## src/rtl/piso_shift_serializer.sv

```systemverilog
// Parallel-in / serial-out shift register with a per-word direction and a valid/ready on
// both sides. The next word can load on the last serial beat, so words stream with no bubble.
module piso_shift_serializer #(
    parameter int WIDTH = 8,
    parameter int CW    = $clog2(WIDTH)
) (
    input  logic             clk,
    input  logic             rst_n,
    input  logic [WIDTH-1:0] pin_data,
    input  logic             pin_msb_first,
    input  logic             pin_valid,
    output logic             pin_ready,
    input  logic             sin,
    output logic             sout,
    output logic             sout_valid,
    input  logic             sout_ready,
    output logic             sout_first,
    output logic             sout_last,
    output logic [WIDTH-1:0] par_out
);

    typedef enum logic [0:0] {
        ST_IDLE  = 1'b0,
        ST_SHIFT = 1'b1
    } state_t;

    localparam logic [CW-1:0] LAST_CNT = CW'(WIDTH - 1);

    state_t           r_state;
    state_t           w_state_nxt;
    logic [WIDTH-1:0] r_shreg;
    logic [CW-1:0]    r_cnt;
    logic             r_dir;

    logic w_shifting;
    logic w_last;
    logic w_beat;
    logic w_pin_ready;
    logic w_load;

    // Handshake decode; pin_ready depends combinationally on sout_ready so a new word can
    // load on the same edge as the final beat of the current one.
    always_comb begin
        w_shifting  = (r_state == ST_SHIFT);
        w_last      = (r_cnt == LAST_CNT);
        w_beat      = w_shifting & sout_ready;
        w_pin_ready = rst_n & ((r_state == ST_IDLE) | (w_shifting & w_last & sout_ready));
        w_load      = pin_valid & w_pin_ready;
    end

    // Next-state selection.
    always_comb begin
        w_state_nxt = r_state;
        case (r_state)
            ST_IDLE: begin
                if (w_load) begin
                    w_state_nxt = ST_SHIFT;
                end else begin
                    w_state_nxt = ST_IDLE;
                end
            end
            ST_SHIFT: begin
                if (w_beat && w_last && !w_load) begin
                    w_state_nxt = ST_IDLE;
                end else begin
                    w_state_nxt = ST_SHIFT;
                end
            end
            default: w_state_nxt = ST_IDLE;
        endcase
    end

    // State register.
    always_ff @(posedge clk or negedge rst_n) begin
        if (!rst_n) begin
            r_state <= ST_IDLE;
        end else begin
            r_state <= w_state_nxt;
        end
    end

    // Shift register, bit counter and direction; the counter stops at the last bit and only a
    // load returns it to zero.
    always_ff @(posedge clk or negedge rst_n) begin
        if (!rst_n) begin
            r_shreg <= {WIDTH{1'b0}};
            r_cnt   <= {CW{1'b0}};
            r_dir   <= 1'b1;
        end else if (w_load) begin
            r_shreg <= pin_data;
            r_cnt   <= {CW{1'b0}};
            r_dir   <= pin_msb_first;
        end else if (w_beat) begin
            if (r_dir) begin
                r_shreg <= {r_shreg[WIDTH-2:0], sin};
            end else begin
                r_shreg <= {sin, r_shreg[WIDTH-1:1]};
            end
            if (!w_last) begin
                r_cnt <= r_cnt + CW'(1);
            end else begin
                r_cnt <= r_cnt;
            end
        end else begin
            r_shreg <= r_shreg;
            r_cnt   <= r_cnt;
            r_dir   <= r_dir;
        end
    end

    // Output decode straight from registered state.
    always_comb begin
        pin_ready  = w_pin_ready;
        sout_valid = w_shifting;
        sout_first = w_shifting & (r_cnt == {CW{1'b0}});
        sout_last  = w_shifting & w_last;
        par_out    = r_shreg;
        if (w_shifting) begin
            sout = r_dir ? r_shreg[WIDTH-1] : r_shreg[0];
        end else begin
            sout = 1'b0;
        end
    end

endmodule

```

## config.mk

```make
export PLATFORM = sky130hd
export DESIGN_NAME = piso_shift_serializer
export DESIGN_NICKNAME = d
export VERILOG_FILES = /design/src/rtl/piso_shift_serializer.sv
export SDC_FILE = /design/constraint.sdc
export NUM_CORES = 1
export LEC_CHECK = 0
export ABC_AREA = 0
export CORE_MARGIN = 2
export CORE_UTILIZATION = 47
export DETAILED_ROUTE_END_ITERATION = 6
export PLACE_DENSITY_LB_ADDON = 0.15
export RECOVER_POWER = 25
export SLEW_MARGIN = 20
export SYNTH_ARGS = -nofsm -noshare
export SYNTH_HDL_FRONTEND = slang
export SYNTH_SLANG_ARGS = --single-unit
```

## constraint.sdc

```tcl
create_clock -name clk -period 2.7 [get_ports clk]
set_clock_uncertainty 0.05 [all_clocks]
set_input_delay 0.54 -clock clk [delete_from_list [all_inputs] [get_ports clk]]
set_output_delay 0.54 -clock clk [all_outputs]
set_load 0.1 [all_outputs]
```

# Word-level counts from Yosys, hierarchy flattened
# Cells that the tools add are included.
dict set report word_totals {
  regBits 13
  elab_cells 32
}
dict set report op_classes {
  add_sub_neg 1
  eq_ne 2
  muxes 11
  n_bitwise 8
  reduce_logical 6
}
# op n
set ops {}
lappend ops {{$mux 8} 3}
lappend ops {{$mux 3} 3}
lappend ops {{$and 1x1->1} 6}
lappend ops {{$mux 1} 4}
lappend ops {{$add 3x1->3 const B} 1}
lappend ops {{$eq 3x3->1 const B} 1}
lappend ops {{$logic_not 3->1} 1}
lappend ops {{$logic_and 1x1->1} 2}
lappend ops {{$ne 2x1->1 const B} 1}
lappend ops {{$pmux 1 s2} 1}
lappend ops {{$reduce_and 2->1} 1}
lappend ops {{$reduce_bool 2->1} 1}
lappend ops {{$logic_not 1->1} 1}
lappend ops {{$not 1->1} 1}
lappend ops {{$or 1x1->1} 1}

# Longest topological paths before layout
dict set report logic_depth {
  word_depth 10
  mapped_depth 5
}

# Worst setup path before layout
# OpenSTA, ideal clock, no wires.
dict set report synth_path {
  path_kind {register -> output}
  from {register r_state (netlist: sout_valid)}
  to {output sout}
  t_arrival_ps 2667
  t_required_ps 2110
  slack_ps -557
  path_stages_with_launch 3
  n_path_buf 1
  cell_sequence {dfrtp_1 > clkbuf_1 > nor2b_1}
}
dict set report synth_between {
  elab_chain_len 1
}
# item line
set synth_rtl {}
lappend synth_rtl {{start: declaration} 29} ;# state_t r_state;
lappend synth_rtl {{start signal: assignment} 78} ;# r_state <= w_state_nxt;
lappend synth_rtl {{$mux 1} 118} ;# if (w_shifting) begin
lappend synth_rtl {{end: declaration} 14} ;# output logic sout,
# Every way passes these cells.

# Final worst setup path
dict set report layout_path {
  from {register r_cnt[0]}
  to {output pin_ready}
}
dict set report layout_between {
  elab_chain_len 5
}
# item line
set layout_rtl {}
lappend layout_rtl {{start: declaration} 32} ;# logic [CW-1:0] r_cnt;
lappend layout_rtl {{start signal: assignment} 87} ;# r_cnt <= {CW{1'b0}};
lappend layout_rtl {{start signal: assignment} 91} ;# r_cnt <= {CW{1'b0}};
lappend layout_rtl {{start signal: assignment} 100} ;# r_cnt <= r_cnt + CW'(1);
lappend layout_rtl {{$eq 3x3->1} 45} ;# w_last = (r_cnt == LAST_CNT);
lappend layout_rtl {{$and 1x1->1 (2 in series)} 47} ;# w_pin_ready = rst_n & ((r_state == ST_IDLE) | (w_shifting & w_last & sout_ready));
lappend layout_rtl {{$or 1x1->1} 47}
lappend layout_rtl {{$and 1x1->1} 47}
lappend layout_rtl {{end: declaration} 12} ;# output logic pin_ready,
# Every way passes these cells.

==> impl_results.md <==
- Run status: finished, final reports clean
- RSZ-0062 raised after global routing: false
- Net count, final: about 120
- First-pass GRT wire length: between 2 and 3 mm
- Setup TNS: 0 ps
- Vias in the first global route: 598
- Area of the multi-input gates: 453 µm²
- H-Tree Depth: 1
- Synth Instances: 72
- Vias per inst: between 5 and 6
- Commonest cells in the netlist: a21oi_1, dfrtp_1, mux2i_1
- Max Root-Sink Buffers: 2
- DR top layer: met3
- Core area: 1560 µm²
- Register bit total from synthesis: 13
- Endpoint class of the critical path: output pin
- GRT overflow: 0
- Crit-path max FO: 4
- Cell taking the most area after synthesis: dfrtp_1
- Post-route antenna net violation count: 0
- DP Wirelength: between 1 and 1.5 mm
- EDFF count, synth: 0
- Startpoint Class: flip-flop
- WL met3: 87 µm
- Worst setup margin: roughly 400 ps
- # diodes: 0
- TritonCTS clock tree: built
- Ranking of synthesized cells by area: dfrtp_1, mux2i_1, mux2_2
- DRT Pass-1 Iters: 3
- Min cycle time layout: ~2300 ps
- Met1 WL: 797 µm
- Die X: about 45 µm
- Post-synth cell types: 23
- Sequential-to-total area share from yosys stat: 40.6%
- Syn_area_per_cell: 11.2 µm²
- Die area: roughly 2000 µm²
- Setup bufs post-CTS: 0
- Post-place instance area: around 1100 µm²
- Worst EP arrival: 1710 ps
- Main synth FF type: dfrtp_1
- Clk slew on worst S/H paths: 80 ps
- Storage element area: 327 µm²
- Post-synth top area share: about 37%
- Final setup vio count: 0
- Total of max-cap violations: 0
- PostCTS Resize Cnt: 0
- Warnings from Yosys: 0
- Routability Congestion: 0.774
- Post-route cell area: ~1100 µm²
- Number of antenna violations at the first check in global routing: 0
- F_max: roughly 440 MHz
- Layout cells sized above 1: 33.7%
- # clock sinks: 13
- 1st-iter DRT viols: 3
- Worst Max-Slew Pin Slew: between 800 and 900 ps
- Port Buffers: 26
- Initial Util: slightly above 50%
- Fin crit share: roughly 85%
- Total GRT Usage: approximately a fifth
- CTS root buffer: clkbuf_4
- Final slew viol count: 0
- CP required: 2110 ps
- Wire length per cell: ~15 µm
- Netlist Area Pre-Place: ~800 µm²
- Layout area overhead: 35.8%
- CP Class: reg -> out
- Clk_lat worst skew: about 270 ps
- Num ports: 27
- Maximum number of pins on one net before global-route repair: 16
- Min-Delay Path Class: reg -> reg
- Count leader, synth: a21oi_1
- FFs w/ async S/R, synth: 100%
- Site Rows: 14
- Pre-CTS setup slack: roughly 510 ps
- Die Ht: between 40 and 50 µm
- Routed vias: approximately 630
- Routed WL: 1.71 mm
- Hold buffers post-CTS: 0
- Synthesized Nets: between 80 and 90
- Layout fillers: between 100 and 150
- Worst slew margin: between 40% and 50%
- Met2 WL: about 830 µm
- Final hold vios: 0
- Residual DRC: 0
- TritonCTS Buffers: 3
## path summary, 6_finish.rpt
kind	cells after the start	startpoint	slack [ps]	endpoint
worst max-delay path	5	r_cnt[0]$_DFFE_PN0P_	400	pin_ready
worst min-delay path	2	r_cnt[2]$_DFFE_PN0P_	520	r_cnt[2]$_DFFE_PN0P_
worst max register to register	5	r_cnt[0]$_DFFE_PN0P_	970	par_out[3]$_DFFE_PN0P_
worst min register to register	2	r_cnt[2]$_DFFE_PN0P_	520	r_cnt[2]$_DFFE_PN0P_
max in group asynchronous	2	rst_n	1210	par_out[3]$_DFFE_PN0P_
min in group asynchronous	2	rst_n	870	r_cnt[0]$_DFFE_PN0P_
## worst max-delay path: stages, from the launching register on
cell and delay (ps):
dfrtp_1 390, ha_1 200, ha_1 220, a21bo_4 250, and2_2 210, buf_12 170
## logic make-up (layout without fill, tap and decap cells)
group / Yosys count / count (layout) / share of synthesized area [%]
flip-flops: 13 / 13 / 40.6
XOR/XNOR: 1 / 1 / 1.09
AO/OA/AOI/OAI: 17 / 17 / 12.0
multiplexers: 20 / 20 / 26.8
buffers and inverters: 6 / 35 / 4.04
adder cells (fa/ha/maj): 3 / 3 / 4.67
AND/OR/NAND/NOR: 12 / 12 / 10.9
## area by class of cell
class                      count  area share, %
multi-input combinational     53           41.5
clock buffer                   4           2.41
inverter                       2          0.687
sequential                    13           29.9
timing repair buffer          29           23.7
tap                           16           1.83
## registers in the layout (all words and copies together) (netlist names)
name	count
r_dir	1
r_cnt	3
par_out	8
sout_valid	1
## stage by stage
stage	util (%)	cells	hold WS [ps]
detailed placement	68.6	113	506
finish	70.1	117	517
global placement	68.6	113	488
CTS	70.3	117	523
global route	70.1	117	564
floorplan	-	72	194
## cell usage in the layout, fill, tap and decap left out, types with 2 or more instances in the layout
master | netlist | final
a21oi_1 | 16 | 16
dfrtp_1 | 12 | 12
and2_2 | 2 | 2
clkbuf_4 | 0 | 3
ha_1 | 3 | 3
nor2_1 | 3 | 3
clkbuf_1 | 1 | 2
mux2i_1 | 11 | 11
buf_4 | 0 | 14
mux2_2 | 8 | 8
clkdlybuf4s50_1 | 0 | 12
inv_1 | 2 | 2
## routing by layer
layer  vias up  GRT usage (%)
met4         0           5.29
li1        313              -
met2        20           30.6
met3         0           5.16
met1       300           26.1
met5         -              0
Power is not shown: default switching activity piles up to over one toggle a cycle in this logic, so the estimate is an artifact.
